### src/rtl/mem_fifo_ctrl_256_64_if.sv
// Stream and memory-macro bundle for mem_fifo_ctrl_256_64.
// master = controller side, slave = producer/consumer/memory side.
interface mem_fifo_ctrl_256_64_if #(
  parameter int AW = 8,
  parameter int DW = 64
);
  logic          in_valid;
  logic          in_ready;
  logic [DW-1:0] in_data;
  logic          out_valid;
  logic          out_ready;
  logic [DW-1:0] out_data;
  logic          mem_we;
  logic [AW-1:0] mem_waddr;
  logic [DW-1:0] mem_wdata;
  logic          mem_re;
  logic [AW-1:0] mem_raddr;
  logic [DW-1:0] mem_rdata;
  logic [AW:0]   count;

  modport master (
    input  in_valid, in_data,
    input  out_ready, mem_rdata,
    output in_ready, out_valid, out_data,
    output mem_we, mem_waddr, mem_wdata,
    output mem_re, mem_raddr, count
  );

  modport slave (
    output in_valid, in_data,
    output out_ready, mem_rdata,
    input  in_ready, out_valid, out_data,
    input  mem_we, mem_waddr, mem_wdata,
    input  mem_re, mem_raddr, count
  );
endinterface

### src/rtl/mem_fifo_ctrl_256_64.sv
// FWFT FIFO controller over an external 256x64 registered-read RAM.
// A 2-entry output buffer hides the one-cycle read latency.
module mem_fifo_ctrl_256_64 #(
  parameter int AW    = 8,
  parameter int DW    = 64,
  parameter int DEPTH = 256
) (
  input  logic clk,
  input  logic rst,
  mem_fifo_ctrl_256_64_if.master bus
);

  localparam logic [AW:0] FULL = (AW+1)'(DEPTH);

  logic [AW-1:0] wr_ptr;
  logic [AW-1:0] rd_ptr;
  logic [AW:0]   mem_cnt;
  logic          inflight;
  logic [DW-1:0] ob0;
  logic [DW-1:0] ob1;
  logic [1:0]    ob_n;
  logic [AW:0]   cnt_q;

  logic          in_rdy;
  logic          ovalid;
  logic          push;
  logic          pop;
  logic          issue;
  logic [1:0]    base;
  logic [1:0]    occ;
  logic          slot;

  assign in_rdy = (mem_cnt != FULL);
  assign ovalid = (ob_n != 2'd0);
  assign push   = bus.in_valid & in_rdy;
  assign pop    = ovalid & bus.out_ready;

  // buffer entries left after this cycle's pop
  assign base  = ob_n - {1'b0, pop};
  assign occ   = base + {1'b0, inflight};
  assign issue = (mem_cnt != '0) &
                 (occ < 2'd2);
  assign slot  = (base != 2'd0);

  assign bus.in_ready  = in_rdy;
  assign bus.out_valid = ovalid;
  assign bus.out_data  = ob0;
  assign bus.mem_we    = push;
  assign bus.mem_waddr = wr_ptr;
  assign bus.mem_wdata = bus.in_data;
  assign bus.mem_re    = issue;
  assign bus.mem_raddr = rd_ptr;
  assign bus.count     = cnt_q;

  always_ff @(posedge clk or posedge rst) begin
    if (rst) begin
      wr_ptr   <= '0;
      rd_ptr   <= '0;
      mem_cnt  <= '0;
      inflight <= 1'b0;
      ob_n     <= 2'd0;
      cnt_q    <= '0;
    end else begin
      if (push)
        wr_ptr <= wr_ptr + 1'b1;
      if (issue)
        rd_ptr <= rd_ptr + 1'b1;
      mem_cnt  <= mem_cnt
                + {{AW{1'b0}}, push}
                - {{AW{1'b0}}, issue};
      inflight <= issue;
      ob_n     <= occ;
      cnt_q    <= cnt_q
                + {{AW{1'b0}}, push}
                - {{AW{1'b0}}, pop};
    end
  end

  // stale read data after reset is dropped since inflight is clear
  always_ff @(posedge clk or posedge rst) begin
    if (rst) begin
      ob0 <= '0;
      ob1 <= '0;
    end else begin
      if (pop)
        ob0 <= ob1;
      if (inflight) begin
        unique case (1'b1)
          !slot:   ob0 <= bus.mem_rdata;
          slot:    ob1 <= bus.mem_rdata;
          default: ;
        endcase
      end
    end
  end

endmodule

### src/flat_wrapper.sv
// flat-port wrapper written by rule: the top's interface ports become plain ports
module mem_fifo_ctrl_256_64_flat 
#(
  parameter int AW    = 8,
  parameter int DW    = 64,
  parameter int DEPTH = 256
)
  (clk, rst, bus_in_valid, bus_in_data, bus_out_ready, bus_mem_rdata, bus_in_ready, bus_out_valid, bus_out_data, bus_mem_we, bus_mem_waddr, bus_mem_wdata, bus_mem_re, bus_mem_raddr, bus_count);
  mem_fifo_ctrl_256_64_if #(.AW(AW), .DW(DW)) bus_i ();
  input  logic clk;
  input  logic rst;
  input wire logic [$bits(bus_i.in_valid)-1:0] bus_in_valid;
  input wire logic [$bits(bus_i.in_data)-1:0] bus_in_data;
  input wire logic [$bits(bus_i.out_ready)-1:0] bus_out_ready;
  input wire logic [$bits(bus_i.mem_rdata)-1:0] bus_mem_rdata;
  output wire logic [$bits(bus_i.in_ready)-1:0] bus_in_ready;
  output wire logic [$bits(bus_i.out_valid)-1:0] bus_out_valid;
  output wire logic [$bits(bus_i.out_data)-1:0] bus_out_data;
  output wire logic [$bits(bus_i.mem_we)-1:0] bus_mem_we;
  output wire logic [$bits(bus_i.mem_waddr)-1:0] bus_mem_waddr;
  output wire logic [$bits(bus_i.mem_wdata)-1:0] bus_mem_wdata;
  output wire logic [$bits(bus_i.mem_re)-1:0] bus_mem_re;
  output wire logic [$bits(bus_i.mem_raddr)-1:0] bus_mem_raddr;
  output wire logic [$bits(bus_i.count)-1:0] bus_count;
  assign bus_i.in_valid = bus_in_valid;
  assign bus_i.in_data = bus_in_data;
  assign bus_i.out_ready = bus_out_ready;
  assign bus_i.mem_rdata = bus_mem_rdata;
  assign bus_in_ready = bus_i.in_ready;
  assign bus_out_valid = bus_i.out_valid;
  assign bus_out_data = bus_i.out_data;
  assign bus_mem_we = bus_i.mem_we;
  assign bus_mem_waddr = bus_i.mem_waddr;
  assign bus_mem_wdata = bus_i.mem_wdata;
  assign bus_mem_re = bus_i.mem_re;
  assign bus_mem_raddr = bus_i.mem_raddr;
  assign bus_count = bus_i.count;
  mem_fifo_ctrl_256_64 #(.AW(AW), .DW(DW), .DEPTH(DEPTH)) u_core (.clk(clk), .rst(rst), .bus(bus_i));
endmodule
### config.mk
export PLATFORM = sky130hd
export DESIGN_NAME = mem_fifo_ctrl_256_64_flat
export DESIGN_NICKNAME = d
export VERILOG_FILES = /design/src/rtl/mem_fifo_ctrl_256_64_if.sv /design/src/rtl/mem_fifo_ctrl_256_64.sv /design/src/flat_wrapper.sv
export SDC_FILE = /design/constraint.sdc
export NUM_CORES = 1
export LEC_CHECK = 0
export ABC_CLOCK_PERIOD_IN_PS = 7700
export BUFFER_PORTS_ARGS = -buffer_cell sky130_fd_sc_hd__buf_2
export CAP_MARGIN = 10
export CORE_UTILIZATION = 52
export CTS_BUF_LIST = sky130_fd_sc_hd__clkbuf_4
export DETAILED_ROUTE_END_ITERATION = 10
export GPL_ROUTABILITY_DRIVEN = 1
export PLACE_DENSITY = 0.88
export SETUP_SLACK_MARGIN = 0.1
export SLEW_MARGIN = 40
export SYNTH_ARGS = -nofsm -noshare
export SYNTH_HDL_FRONTEND = slang
export SYNTH_SLANG_ARGS = --single-unit
### constraint.sdc
create_clock -name clk -period 7.7 [get_ports clk]
set_input_delay 1.54 -clock clk [delete_from_list [all_inputs] [get_ports clk]]
set_output_delay 1.54 -clock clk [all_outputs]
set_load 0.01 [all_outputs]
==> impl_results.md <==
* Hold Crit Class: reg2reg
* Tmin final at 5070 ps
* Worst clock skew at 19.9 ps
* Mean post-synth cell area at 11.9 um^2
* Synth Warn # at 0
* P per Cell Area at 491 nW/um^2
* Initial antenna violation count at 0
* Reg2reg end: u_core.mem_cnt[8]
* Max VDD drop at 0.286 mV
* Reg-to-reg startpoint: u_core.ob_n[1]
* CTS buffer count at 17
* RSZ-0062 raised after global routing: false
* NumNets Final at 925
* Largest net degree at the start of global routing at 97
* CP Capture Point: bus_mem_re
* Reg-to-reg setup timing slack at 3550 ps
* Top Ports at 289
* Hold path depth at 1
* Slew HR at 0.462
* Main flop type after synthesis: dfrtp_1
* CTS tree: yes
* First-pass GRT wire length at 24400 um
* Clock Path Buffers at 2
* Worst reg2reg path depth at 17
* Starting Density at 0.530
* Share of cells above drive strength 1 at 0.271
* Area of the multi-input gates at 3110 um^2
* Leak pwr at 4.31 nW
* Root Driver: clkbuf_4
* DRT Pass-1 Iters at 4
* Die width at 126 um
* Reg area at 4130 um^2
* Post-CTS resize count at 0
* Cell area after synthesis at 8020 um^2
* Std-Cell Rows at 45
* WS Path Type: in2out
* Number of vias per cell at 5.27
* Wirelength per Cell at 15.3 um
* Fin. Hold Viols at 0
* Fmax at 197 MHz
* Syn Inst Count at 675
* Setup TNS at 0 ps
* TritonCTS Sinks at 165
* Clock transition at path regs at 130 ps
* DRC at 0
* Routability cong. at 0.810
* Max_cap viols at 0
* Die Y at 126 um
* # setup viols final at 0
* Worst Tran Pin Value at 807 ps
* Filler cells at 1282
* Setup repair bufs after CTS at 0
* Syn Nets at 834
* Die area at 15900 um^2
* I/O Buffers at 160
* Drt total wl at 14800 um
* Worst Path Max Fanout at 28
* Unique masters post-synth at 47
* Via count at 5094
* Crit. End Element: primary output
* P&R area growth vs syn at 8.67%
* Post-synth EDFFs at 0
* Slew Viols, Final at 0
* Status: finished clean
* Final HPWL from detailed placement at 10200 um
* GRT Util Overall at 0.195
* CP startpoint: bus_out_ready
* Vias in the first global route at 5011
* Gr ovfl total at 0
* Async set-reset flop share out of synthesis at 1.00
* Htree depth at 4
* #FFs+latches synth at 165
* Final period utilization at 0.659
* Worst Setup Start Kind: input port
* Post-route core utilization at 0.576
* CP required at 6160 ps
* Core ar. at 15100 um^2
* Detailed Route Iter0 Violations at 287
* Register area share after synthesis at 0.515
* ANT cells at 0
* Post-CTS Hold Fix Bufs at 0
* Worst EP arrival at 3530 ps
* Post-route ant nets at 0
* Clock latency on the worst-skew pair at 540 ps
sequential cells by signal (all words and copies together), names as in the netlist:
name                  flops
u_core.bus.count          9
u_core.bus.mem_raddr      8
u_core.bus.mem_waddr      8
u_core.bus.out_data      64
u_core.inflight           1
u_core.mem_cnt            9
u_core.ob1               64
u_core.ob_n               2
kinds of logic after synthesis:
group | Yosys count | synth area share
simple gates | 114 | 0.0678
buf+inv | 119 | 0.101
fa+ha+maj | 27 | 0.0440
compound gates | 88 | 0.0625
mux | 132 | 0.175
xor+xnor | 30 | 0.0348
flops | 165 | 0.515
critical path, stage by stage:
cell	delay, ps
buf_2	120
nand2_4	370
inv_1	130
ha_1	410
inv_1	70
ha_1	180
xor3_2	280
a21oi_4	250
buf_2	180
cells in the final DEF (no fill, tap or decap), types with 2 or more instances in the layout:
| cell type | n |
|---|---|
| bufinv_16 | 3 |
| nor2b_1 | 4 |
| a21o_1 | 3 |
| and4_1 | 2 |
| mux2_2 | 6 |
| a21oi_1 | 69 |
| nand2_1 | 6 |
| nor3_1 | 4 |
| buf_2 | 160 |
| o21ai_0 | 4 |
| clkinv_4 | 2 |
| dfrtp_1 | 165 |
| xor2_1 | 9 |
| clkinvlp_4 | 2 |
| mux2_1 | 61 |
| inv_6 | 2 |
| mux2i_1 | 65 |
| clkbuf_4 | 19 |
| buf_4 | 3 |
| fa_1 | 2 |
| nand3b_1 | 2 |
| nor2_1 | 71 |
| ha_1 | 25 |
| nand3_1 | 2 |
| o21a_1 | 2 |
| and3_1 | 2 |
| nand2b_1 | 3 |
| a31oi_1 | 3 |
| clkinv_1 | 3 |
| inv_1 | 25 |
| xnor2_1 | 20 |
| nand4_1 | 9 |
cells in the mapped netlist, types with 2 or more instances:
cell type	n	share of area
buf_1	4	0.0019
and3_1	2	0.0016
buf_8	5	0.0094
xor2_1	9	0.0098
fa_1	2	0.0050
xnor2_1	20	0.022
a21o_1	3	0.0028
nand2b_1	3	0.0023
mux2i_1	65	0.081
nor2_1	71	0.033
nor2b_1	4	0.0031
mux2_2	6	0.0084
buf_2	6	0.0037
nand4_1	9	0.0070
dfrtp_1	165	0.51
a31oi_1	3	0.0023
ha_1	25	0.039
buf_4	66	0.062
clkbuf_1	4	0.0019
o21a_1	2	0.0019
buf_6	7	0.0098
o21ai_0	4	0.0025
nand2_1	6	0.0028
a21oi_1	69	0.043
and4_1	2	0.0022
mux2_1	61	0.086
nand3b_1	2	0.0019
nand3_1	3	0.0019
nor3_1	4	0.0025
inv_1	26	0.012
worst min-delay path by stage:
stage	slack, ps	startpoint	endpoint
CTS	490	u_core.bus.mem_waddr[7]	u_core.bus.mem_waddr[7]
detailed placement	460	u_core.bus.mem_waddr[7]	u_core.bus.mem_waddr[7]
finish	480	u_core.bus.mem_waddr[7]	u_core.bus.mem_waddr[7]
global placement	460	u_core.bus.mem_raddr[7]	u_core.bus.mem_raddr[7]
global route	500	u_core.bus.mem_waddr[7]	u_core.bus.mem_waddr[7]
floorplan	460	u_core.ob1[0]	u_core.ob1[0]
final cells by class:
class	count	share of cell area
Sequential cell	165	0.474
Timing Repair Buffer	164	0.0957
Multi-Input combinational cell	391	0.357
Clock buffer	19	0.0164
Tap cell	188	0.0270
Inverter	27	0.0125
Clock inverter	13	0.0179
where the power goes:
part	internal [mW]	total (mW)	switching, mW
Combinational	0.997	2.14	1.14
Sequential	1.34	1.61	0.267
Clock	0.232	0.534	0.302
metal layers:
layer	vias to the layer above	share of wire	GRT usage
met5	-	0	0
met4	0	0.016	0.0744
met3	20	0.052	0.0548
met2	148	0.48	0.312
met1	2496	0.45	0.252
li1	2430	-	-
per-stage QoR:
| stage | hold slack, ps | std cells | total power [mW] | worst slack (ps) | area (um^2) |
|---|---|---|---|---|---|
| finish | 481 | 967 | 4.28 | 2630 | 8720 |
| global route | 500 | 967 | 4.65 | 2460 | 8720 |
| CTS | 485 | 967 | 4.33 | 2600 | 8720 |
| detailed placement | 459 | 935 | 3.80 | 2610 | 8420 |
| global placement | 458 | 935 | 3.67 | 2650 | 8410 |
| floorplan | 457 | 675 | 3.27 | 1700 | 8020 |
Note: power is estimated with default switching activity, not from simulation.
